<file path="config.mk">
export PLATFORM = sky130hd
export DESIGN_NAME = uart_tx_shift_control
export DESIGN_NICKNAME = d
export VERILOG_FILES = /design/src/rtl/uart_pkg.sv /design/src/rtl/tx_frame_builder.sv /design/src/rtl/uart_tx_shift_control.sv
export SDC_FILE = /design/constraint.sdc
export NUM_CORES = 1
export LEC_CHECK = 0
export CORE_MARGIN = 10
export CORE_UTILIZATION = 52
export CTS_CLUSTER_DIAMETER = 150
export CTS_CLUSTER_SIZE = 30
export DETAILED_ROUTE_END_ITERATION = 8
export DONT_BUFFER_PORTS = 1
export HOLD_SLACK_MARGIN = 0.06
export PLACE_DENSITY = 0.76
export SLEW_MARGIN = 20
export SYNTH_ARGS = -nofsm -noshare
export SYNTH_HDL_FRONTEND = slang
export SYNTH_SLANG_ARGS = --single-unit
</file>
<file path="constraint.sdc">
create_clock -name clock -period 4.9 [get_ports clock]
set_clock_uncertainty 0.05 [all_clocks]
set_input_delay 0.735 -clock clock [delete_from_list [all_inputs] [get_ports clock]]
set_output_delay 0.735 -clock clock [all_outputs]
set_load 0.02 [all_outputs]
</file>
<file path="src/rtl/uart_pkg.sv">
// rtl/uart_pkg.sv - shared UART frame constants, parity modes and TX state encoding.
package uart_pkg;

  localparam int FRAME_BITS = 11;
  localparam logic STOP_LEVEL = 1'b1;
  localparam logic START_LEVEL = 1'b0;

  // Parity mode selectors, indexed by {eight, pen}
  localparam logic [1:0] MODE_7N = 2'b00;
  localparam logic [1:0] MODE_7P = 2'b01;
  localparam logic [1:0] MODE_8N = 2'b10;
  localparam logic [1:0] MODE_8P = 2'b11;

  typedef enum logic [1:0] {
    IDLE     = 2'b00,
    LOADING  = 2'b01,
    SHIFTING = 2'b10
  } tx_state_e;

  function automatic logic parity_bit(input logic [7:0] bits, input logic odd);
    return (^bits) ^ odd;
  endfunction

endpackage

</file>
<file path="src/rtl/tx_frame_builder.sv">
// rtl/tx_frame_builder.sv - combinational 11-bit frame assembly (start, data, parity, stop), LSB first.
module tx_frame_builder
  import uart_pkg::*;
(
  input  logic [7:0]            data,
  input  logic                  eight,
  input  logic                  pen,
  input  logic                  ohel,
  output logic [FRAME_BITS-1:0] frame
);

  logic b8;
  logic b9;

  always_comb begin
    b8 = STOP_LEVEL;
    b9 = STOP_LEVEL;
    case ({eight, pen})
      MODE_8P: begin
        b8 = data[7];
        b9 = parity_bit(data, ohel);
      end
      MODE_8N: b8 = data[7];
      MODE_7P: b8 = parity_bit({1'b0, data[6:0]}, ohel);
      default: begin
        b8 = STOP_LEVEL;
        b9 = STOP_LEVEL;
      end
    endcase
    frame = {STOP_LEVEL, b9, b8, data[6:0], START_LEVEL};
  end

endmodule

</file>
<file path="src/rtl/uart_tx_shift_control.sv">
// rtl/uart_tx_shift_control.sv - UART TX control: accepts a CPU byte, shifts the frame out per btu,
// hands back tx_rdy when bit_counter reports done.
module uart_tx_shift_control #(
  parameter int FRAME_BITS = 11,
  parameter int DATA_W     = 8
) (
  input  logic              clock,
  input  logic              reset,
  input  logic              load,
  input  logic [DATA_W-1:0] data_in,
  input  logic              eight,
  input  logic              pen,
  input  logic              ohel,
  input  logic              btu,
  input  logic              done,
  output logic              doit,
  output logic              tx,
  output logic              tx_rdy,
  output logic              tx_rdy_pulse
);

  import uart_pkg::*;

  tx_state_e               state_q, state_d;
  logic [FRAME_BITS-1:0]   shift_q, shift_d;
  logic [DATA_W-1:0]       data_q, data_d;
  logic                    eight_q, eight_d;
  logic                    pen_q, pen_d;
  logic                    ohel_q, ohel_d;
  logic                    doit_q, doit_d;
  logic                    tx_rdy_q, tx_rdy_d;
  logic                    pulse_q, pulse_d;
  logic [FRAME_BITS-1:0]   frame;

  tx_frame_builder u_frame (
    .data  (data_q[7:0]),
    .eight (eight_q),
    .pen   (pen_q),
    .ohel  (ohel_q),
    .frame (frame)
  );

  always_comb begin
    state_d  = state_q;
    shift_d  = shift_q;
    data_d   = data_q;
    eight_d  = eight_q;
    pen_d    = pen_q;
    ohel_d   = ohel_q;
    doit_d   = doit_q;
    tx_rdy_d = tx_rdy_q;
    pulse_d  = 1'b0;
    case (state_q)
      IDLE: begin
        if (load && tx_rdy_q) begin
          data_d   = data_in;
          eight_d  = eight;
          pen_d    = pen;
          ohel_d   = ohel;
          tx_rdy_d = 1'b0;
          state_d  = LOADING;
        end
      end
      LOADING: begin
        shift_d = frame;
        doit_d  = 1'b1;
        state_d = SHIFTING;
      end
      SHIFTING: begin
        // done has priority over a coincident btu so the line never moves on the last edge
        if (done) begin
          shift_d  = '1;
          doit_d   = 1'b0;
          tx_rdy_d = 1'b1;
          pulse_d  = 1'b1;
          state_d  = IDLE;
        end else if (btu) begin
          shift_d = {STOP_LEVEL, shift_q[FRAME_BITS-1:1]};
        end
      end
      default: state_d = IDLE;
    endcase
  end

  always_ff @(posedge clock or negedge reset) begin
    if (!reset) begin
      state_q  <= IDLE;
      shift_q  <= '1;
      data_q   <= '0;
      eight_q  <= 1'b0;
      pen_q    <= 1'b0;
      ohel_q   <= 1'b0;
      doit_q   <= 1'b0;
      tx_rdy_q <= 1'b1;
      pulse_q  <= 1'b0;
    end else begin
      state_q  <= state_d;
      shift_q  <= shift_d;
      data_q   <= data_d;
      eight_q  <= eight_d;
      pen_q    <= pen_d;
      ohel_q   <= ohel_d;
      doit_q   <= doit_d;
      tx_rdy_q <= tx_rdy_d;
      pulse_q  <= pulse_d;
    end
  end

  assign tx           = shift_q[0];
  assign doit         = doit_q;
  assign tx_rdy       = tx_rdy_q;
  assign tx_rdy_pulse = pulse_q;

endmodule

</file>
== Yosys cells after proc, flatten, opt, wreduce, memory -nomap -nowiden ==
Cells that the tools add are included.
W data, S select, Z words.

* Input port bits: 16
* Logic and storage cells: 46
* Bits in registers: 27

* Mux-type cells: 15
* Bitwise operators: 2
* Eq/ne operators: 8
* Reductions and logical operators: 12

{| class="wikitable"
|+ Operators with widths
! kind !! count
|-
| $mux W11 || 2
|-
| $pmux W11 S2 || 1
|-
| $reduce_xor A8 Y1 || 2
|-
| $reduce_and A2 Y1 || 4
|-
| $eq A2 B2 Y1 const B || 3
|-
| $mux W1 || 6
|-
| $pmux W1 S2 || 3
|-
| $pmux W2 S3 || 1
|-
| $eq A2 B1 Y1 const B || 2
|-
| $mux W2 || 2
|-
| $ne A2 B2 Y1 const B || 2
|-
| $reduce_bool A2 Y1 || 2
|-
| $ne A3 B3 Y1 const B || 1
|-
| $reduce_and A3 Y1 || 1
|-
| $logic_not A2 Y1 || 1
|-
| $reduce_or A2 Y1 || 1
|-
| $xor A1 B1 Y1 || 2
|-
| $logic_and A1 B1 Y1 || 1
|}

== Longest topological paths before layout ==
Gate-level depths: netlist (run 1).

* Depth in word-level cells: 4
* Mapped depth: 5

== Modules after synthesis ==
Synthesis (run 1) repeated with hierarchy kept, for this count alone.

* Cell total of the unflattened synthesis: 116
* Area, all modules: 1,328.8 µm²

{| class="wikitable"
|+ Modules (own cells, without submodules)
! module !! cells an instance !! times used !! area an instance (µm²)
|-
| uart_tx_shift_control || 89 || 1 || 1,139.8
|-
| tx_frame_builder || 27 || 1 || 188.9
|}

== Least setup slack after synthesis (run 1) ==
Ideal clock, no wire load.

* Path type: input to register
* Start point: in load
* End point: reg data_q[2]
* Stages on the path: 4
* Buffers on the path: 1
* Path slack: 3.034 ns
* Arrival time: 1.691 ns
* Cells stage by stage: nand2_1 nor3_1 buf_2 mux2_2

* Word-level cells in the longest chain between the ends: 2

{| class="wikitable"
|+ Ends and longest elaborated chain
! element !! line !! text
|-
| from (decl) || uart_tx_shift_control.sv:9 || <nowiki>input logic load,</nowiki>
|-
| $logic_and A1 B1 Y1 || uart_tx_shift_control.sv:55 || <nowiki>if (load && tx_rdy_q) begin</nowiki>
|-
| $reduce_and A2 Y1 (no line) || - ||
|-
| to (signal assigned) || uart_tx_shift_control.sv:99 || <nowiki>data_q <= data_d;</nowiki>
|-
| to (decl) || uart_tx_shift_control.sv:26 || <nowiki>logic [DATA_W-1:0] data_q, data_d;</nowiki>
|}

No other way between the ends.
A chain may end at the register's enable or synchronous reset.

== Final worst setup path (run 1) ==
* Start point: reg state_q[1]
* End point: reg shift_q[8]

* Word-level cells in the longest chain between the ends: 3

{| class="wikitable"
|+ Ends and longest elaborated chain
! element !! line !! text
|-
| from (decl) || uart_tx_shift_control.sv:24 || <nowiki>tx_state_e state_q, state_d;</nowiki>
|-
| from (signal assigned) || uart_tx_shift_control.sv:97 || <nowiki>state_q <= state_d;</nowiki>
|-
| $eq A2 B2 Y1 / $eq A2 B1 Y1 (equally long branches) || uart_tx_shift_control.sv:53 || <nowiki>case (state_q)</nowiki>
|-
| $ne A3 B3 Y1 (no line) / $reduce_bool A2 Y1 (equally long branches) || - ||
|-
| $reduce_and A2 Y1 (no line) || - ||
|-
| to (signal assigned) || uart_tx_shift_control.sv:98 || <nowiki>shift_q <= shift_d;</nowiki>
|-
| to (decl) || uart_tx_shift_control.sv:25 || <nowiki>logic [FRAME_BITS-1:0] shift_q, shift_d;</nowiki>
|}

Several ways; a longest one is shown, not always the timed one.

==> impl_metrics.env, run 1 <==
export IMPL_start_kind="flop"
export IMPL_htree_levels=1
export IMPL_drive_above_1_share_pct=26.2
export IMPL_num_rows=17
export IMPL_gr_usage_all_layers_pct=10.4
export IMPL_yosys_area_top_type="dfrtp_1"
export IMPL_dpl_hpwl_um=1600
export IMPL_r2r_cells=3
export IMPL_clock_root_buffer="clkbuf_4"
export IMPL_path_max_fanout=11
export IMPL_core_area_um2=2170
export IMPL_power_uw=947
export IMPL_ys_seq_elements=26
export IMPL_yosysTopAreaCellShare_pct=32.4
export IMPL_crit_type="flop to flop"
export IMPL_cts_tree="built"
export IMPL_drc=0
export IMPL_avgSynthCellArea_um2=11.1
export IMPL_dr_pass1_iters=4
export IMPL_globalplace_congestion=0.789
export IMPL_power_density_nw_per_um2=774
export IMPL_areaGrowthSynthToFinish_pct=5.73
export IMPL_chipHeight_um=67.2
export IMPL_drt_total_wl_um=2060
export IMPL_worst_ep_arrival_time_ns=1.96
export IMPL_placed_cells=130
export IMPL_gr_total_overflow=0
export IMPL_clock_sinks=26
export IMPL_routed_via_count=747
export IMPL_timing_rr_end="shift_q[8]$_DFFE_PN1P_"
export IMPL_numCtsBuffers=3
export IMPL_r2r_start="state_q[1]$_DFFE_PN0P_"
export IMPL_vias_per_cell=5.53
export IMPL_setup_viol=0
export IMPL_drv_slew=0
export IMPL_endpoint_kind="flop"
export IMPL_nets=124
export IMPL_syn_num_nets=120
export IMPL_p_leak_uw=0.000506
export IMPL_relSlewSlack_pct=57.0
export IMPL_yosysUniqueCellTypes=24
export IMPL_wl_per_cell_um=15.2
export IMPL_io_buffers=0
export IMPL_post_cts_setup_buffer_count=0
export IMPL_grt_pass1_wl_um=3570
export IMPL_drtIter0Drc=11
export IMPL_drv_cap=0
export IMPL_die_w_um=67.2
export IMPL_die_area_um2=4510
export IMPL_worstMarginPinSlew_ns=0.643
export IMPL_final_cells=135
export IMPL_netlist_area_um2=1160
export IMPL_wl_met1_um=852
export IMPL_synth_cells=104
export IMPL_hold_viol=0
export IMPL_yosys_warnings=0
export IMPL_fmax_mhz=564
export IMPL_synth_seq_area_share_pct=57.4
export IMPL_clkTransAtPathRegs_ns=0.13
export IMPL_min_path_type="input port to async pin"
export IMPL_worst_skew_pair_late_latency_ns=0.32
export IMPL_initial_utilization_pct=53.3
export IMPL_clockBufferDepth=2
export IMPL_first_global_vias=782
export IMPL_num_fill_cells=190
export IMPL_fin_hold_ws_ns=0.184
export IMPL_fin_crit_ns=1.77
export IMPL_antenna_found_initial=0
export IMPL_tns_ns=0
export IMPL_outcome="complete, no violations"
export IMPL_cp_required_ns=5.08
export IMPL_ff2ff_setup_slack_ns=3.13
export IMPL_top_layer="met4"
export IMPL_vdd_drop_max_uv=449
export IMPL_met3WireLength_um=170
export IMPL_post_route_period_util_pct=36.2
export IMPL_synthTopCellsByArea="dfrtp_1, dfstp_2, mux2_2, xnor2_1, nor2_1"
export IMPL_ios=20
export IMPL_grt_max_degree=16
export IMPL_diodes=0
export IMPL_met2WireLength_um=1000
export IMPL_detail_route_antenna_nets=0
export IMPL_rsz0062_at_grt="false"
-- where the power goes --
group / internal (µW) / switching, µW / leakage (µW)
clock network: 31.9 / 59.9 / 0.0000150
registers: 354 / 101 / 0.000297
logic: 209 / 191 / 0.000195
-- worst max-delay path, stage by stage, from the launching register on --
cell and delay [ns]:
dfrtp_1 0.45, nor2_1 0.51, nor2_1 0.29, o41ai_2 0.38
-- per-layer routing --
metal,vias to the layer above,track usage (%)
met5,-,0
met4,0,4.62
met3,5,4.79
met2,17,16.5
met1,363,11.7
li1,362,-
-- logic make-up (layout without fill, tap and decap cells) --
group           Yosys count  after routing  synth area share, %
simple gates             31             31                 12.1
compound gates           21             21                 10.8
buf+inv                   6              9                 2.05
fa+ha+maj                 1              1                0.865
xor+xnor                  8              8                 6.05
mux                      11             11                 10.7
flops                    26             26                 57.4
-- cells in the final DEF, fill, tap and decap left out --
| cell | instances |
|---|---|
| dlygate4sd3_1 | 1 |
| nor3_1 | 3 |
| o21ai_1 | 7 |
| o21ai_0 | 2 |
| o21a_1 | 1 |
| nand2b_1 | 2 |
| clkbuf_1 | 1 |
| a21o_1 | 1 |
| a41oi_1 | 1 |
| and2b_1 | 1 |
| buf_4 | 1 |
| clkbuf_4 | 3 |
| maj3_1 | 1 |
| dfstp_2 | 11 |
| nand2_1 | 10 |
| o41ai_2 | 1 |
| dfrtp_1 | 15 |
| nor2_2 | 1 |
| nor4b_1 | 1 |
| inv_1 | 3 |
| mux2_2 | 11 |
| nor3b_1 | 1 |
| xor2_1 | 1 |
| xnor2_1 | 7 |
| nor2_1 | 12 |
| a21oi_1 | 8 |
-- cell type report --
type | count | area (µm²) | area share (%)
Clock buffer | 4 | 26.3 | 2.15
Inverter | 3 | 11.3 | 0.920
Multi-Input combinational cell | 72 | 469 | 38.3
Sequential cell | 26 | 664 | 54.3
Tap cell | 28 | 35.0 | 2.86
Timing Repair Buffer | 2 | 17.5 | 1.43
-- worst max-delay path by stage --
stage	startpoint	to
final	state_q[1]$_DFFE_PN0P_	shift_q[8]$_DFFE_PN1P_
after global routing	state_q[0]$_DFFE_PN0P_	shift_q[8]$_DFFE_PN1P_
after CTS	state_q[1]$_DFFE_PN0P_	shift_q[8]$_DFFE_PN1P_
after detailed placement	done	shift_q[8]$_DFFE_PN1P_
after global placement	done	shift_q[8]$_DFFE_PN1P_
after floorplan	load	data_q[2]$_DFFE_PN0P_
-- through the flow --
stage | utilization [%] | instance area [µm²] | worst slack, ns
3_3_place_gp | 54.7 | 1190 | 3.17
2_1_floorplan | - | 1160 | 3.03
3_5_place_dp | 54.7 | 1190 | 3.11
5_1_grt | 56.4 | 1220 | 2.94
4_1_cts | 56.4 | 1220 | 3.13
6_report | 56.4 | 1220 | 3.13
-- registers in the layout, indices dropped and copies added, names as in the netlist --
signal        cells
tx_rdy_pulse      1
tx_rdy            1
pen_q             1
shift_q          10
ohel_q            1
data_q            8
doit              1
state_q           2
eight_q           1
-- cell usage after synthesis --
cell type   n
nand2_1    10
dfstp_2    11
buf_2       1
nor2_1     12
o41ai_2     1
o21ai_0     2
maj3_1      1
a21o_1      1
dfrtp_1    15
nand2b_1    2
and2b_1     1
a41oi_1     1
clkbuf_1    2
mux2_2     11
a21oi_1     8
o21ai_1     7
nor3_1      3
xnor2_1     7
nor4b_1     1
nor3b_1     1
o21a_1      1
nor2_2      1
inv_1       3
xor2_1      1
-- repair_timing --
action                                  in CTS  in global routing
endpoints found under the setup margin       0                  0
endpoints found under the hold margin       15                  0
resized for setup                            0                  0
hold buffers                                 1                  0
Note: power is estimated with default switching activity, not from simulation.
==> inputs of run 2 (changes only) <==
--- a/config.mk
+++ b/config.mk
@@ -12,7 +12,7 @@
 export DETAILED_ROUTE_END_ITERATION = 8
 export DONT_BUFFER_PORTS = 1
 export HOLD_SLACK_MARGIN = 0.06
-export PLACE_DENSITY = 0.76
+export PLACE_DENSITY = 0.79
 export SLEW_MARGIN = 20
 export SYNTH_ARGS = -nofsm -noshare
 export SYNTH_HDL_FRONTEND = slang
==> constraint.sdc (replaced) <==
create_clock -name clock -period 1.6 [get_ports clock]
set_clock_uncertainty 0.05 [all_clocks]
set_input_delay 0.24 -clock clock [delete_from_list [all_inputs] [get_ports clock]]
set_output_delay 0.24 -clock clock [all_outputs]
set_load 0.02 [all_outputs]
==> run 2 against run 1 <==
The run now ends with setup timing left. Clock-buffer cell count did not move. Clock power rose to 3.6 times the previous value. Cell count rose by 17%. Core utilization rose by 12 points. Largest cell class unchanged. Highest routed layer unchanged.
==> impl_metrics.env, run 2 (synthesis gave the netlist of run 1 again) <==
export IMPL_outcome="finished with violations"
export IMPL_violations="setup timing"
export IMPL_detail_route_antenna_nets=0
export IMPL_vdd_drop_max_uv=1420
export IMPL_antenna_found_initial=0
export IMPL_htree_levels=1
export IMPL_nets=147
export IMPL_drc=0
export IMPL_drv_slew=0
export IMPL_globalplace_congestion=0.759
export IMPL_clock_root_buffer="clkbuf_4"
export IMPL_post_route_period_util_pct=102
export IMPL_relSlewSlack_pct=78.8
export IMPL_power_density_nw_per_um2=2360
export IMPL_die_area_um2=4510
export IMPL_num_rows=17
export IMPL_numCtsBuffers=3
export IMPL_gr_total_overflow=0
export IMPL_clock_sinks=26
export IMPL_p_leak_uw=0.000635
export IMPL_cts_tree="built"
export IMPL_worstMarginPinSlew_ns=0.317
export IMPL_mostFrequentLayoutCells="dfrtp_1, dlygate4sd3_1, nor2_1"
export IMPL_drtIter0Drc=23
export IMPL_ios=20
export IMPL_dr_pass1_iters=4
export IMPL_fmax_mhz=610
export IMPL_vias_per_cell=5.44
export IMPL_chipHeight_um=67.2
export IMPL_regMostFlops="shift_q"
export IMPL_grt_max_degree=27
export IMPL_setup_viol=1
export IMPL_routed_via_count=859
export IMPL_power_uw=3490
export IMPL_worst_skew_pair_late_latency_ns=0.32
export IMPL_drt_total_wl_um=2580
export IMPL_fin_hold_ws_ns=0.139
export IMPL_path_buf_inv=1
export IMPL_wl_per_cell_um=16.3
export IMPL_endpoint_kind="flop"
export IMPL_drv_cap=0
export IMPL_crit_type="flop to flop"
export IMPL_grt_pass1_wl_um=4070
export IMPL_layout_commonest_cell="dfrtp_1"
export IMPL_cpMostUsedCell="xnor2_1"
export IMPL_path_max_fanout=3
export IMPL_clockBufferDepth=2
export IMPL_dpl_hpwl_um=1580
export IMPL_hold_viol=0
export IMPL_core_area_um2=2170
export IMPL_ff2ff_setup_slack_ns=-0.04
export IMPL_crit_chain="xor2_1 > xnor2_1 > xnor2_1 > buf_4 > xnor2_1 > a41oi_1"
export IMPL_gr_usage_all_layers_pct=12.0
export IMPL_io_buffers=0
export IMPL_cp_slowest_stage_delay_ns=0.44
export IMPL_start_kind="flop"
export IMPL_min_path_type="input port to flop"
export IMPL_final_cells=158
export IMPL_placed_cells=134
export IMPL_drive_above_1_share_pct=33.1
export IMPL_path_delay_family="XOR/XNOR gates"
export IMPL_die_w_um=67.2
export IMPL_clkTransAtPathRegs_ns=0.15
export IMPL_cp_required_ns=1.78
export IMPL_worst_ep_arrival_time_ns=1.82
export IMPL_slowest_stage="dfrtp_1"
export IMPL_setup_ws_ns=-0.0388
export IMPL_reg_largest_list="shift_q (10), data_q (8), state_q (2)"
export IMPL_fin_crit_ns=1.64
export IMPL_initial_utilization_pct=53.3
export IMPL_diodes=0
export IMPL_largest_reg_flops=10
export IMPL_areaGrowthSynthToFinish_pct=27.7
export IMPL_first_global_vias=844
## run 2: cell types whose count changed in the layout (fill, tap and decap cells not counted), moves of 2 or more
| cell | change |
|---|---|
| xnor2_1 | -2 |
| buf_4 | +9 |
| dlygate4sd3_1 | +13 |
| xnor2_2 | +2 |
## run 2: metal layers
metal,wire [µm],track usage [%]
met1,1040,12.8
met2,1340,20.4
met3,126,2.98
met4,75,8.46
met5,0,0
## run 2: per-stage QoR
step	area (µm²)	worst slack (ns)	setup TNS, ns	utilization (%)
floorplan	1160	0.0270	0	-
global placement	1220	0.130	0	56.3
detailed placement	1220	0.0667	0	56.3
CTS	1420	0.0336	0	65.4
global route	1480	-0.113	-0.143	68.1
finish	1480	-0.0388	-0.0388	68.1
## run 2: power breakdown
part | switching [µW] | leakage, µW | internal, µW | total [µW]
registers | 312 | 0.000297 | 1080 | 1400
logic | 809 | 0.000318 | 951 | 1760
clock network | 192 | 0.0000210 | 139 | 331
total | 1310 | 0.000635 | 2170 | 3490
## run 2: what timing repair did
item / in CTS / in global routing
gates resized for setup: 0 / 3
setup endpoints to repair: 0 / 2
buffers inserted: 0 / 5
hold buffers: 15 / 0
hold endpoints to repair: 40 / 0
## run 2: cell type report
class / count / area [µm²]
Sequential cell: 26 / 664
Tap cell: 28 / 35.0
Inverter: 3 / 11.3
Fill cell: 151 / 692
Multi-Input combinational cell: 72 / 495
Timing Repair Buffer: 25 / 235
Clock buffer: 4 / 36.3
## run 2: path summary, 6_finish.rpt
check	start	end	cells past startpoint
setup / recovery	data_q[2]$_DFFE_PN0P_	shift_q[9]$_DFFE_PN1P_	6
hold / removal	btu	shift_q[0]$_DFFE_PN1P_	3
setup reg to reg	data_q[2]$_DFFE_PN0P_	shift_q[9]$_DFFE_PN1P_	6
hold reg to reg	shift_q[1]$_DFFE_PN1P_	shift_q[1]$_DFFE_PN1P_	2
max in group asynchronous	reset	shift_q[1]$_DFFE_PN1P_	2
min in group asynchronous	reset	ohel_q$_DFFE_PN0P_	2
## run 2: worst min-delay path: stages
cell     delay, ns
nor2_1        0.02
a21oi_1       0.10
o21a_1        0.11
==> inputs of run 3 (changes only) <==
--- a/config.mk
+++ b/config.mk
@@ -8,7 +8,7 @@
 export CORE_MARGIN = 10
 export CORE_UTILIZATION = 52
 export CTS_CLUSTER_DIAMETER = 150
-export CTS_CLUSTER_SIZE = 30
+export CTS_CLUSTER_SIZE = 14
 export DETAILED_ROUTE_END_ITERATION = 8
 export DONT_BUFFER_PORTS = 1
 export HOLD_SLACK_MARGIN = 0.06
==> results of run 3 <==
Final layout, timing and power as in run 2 (identical DEF).
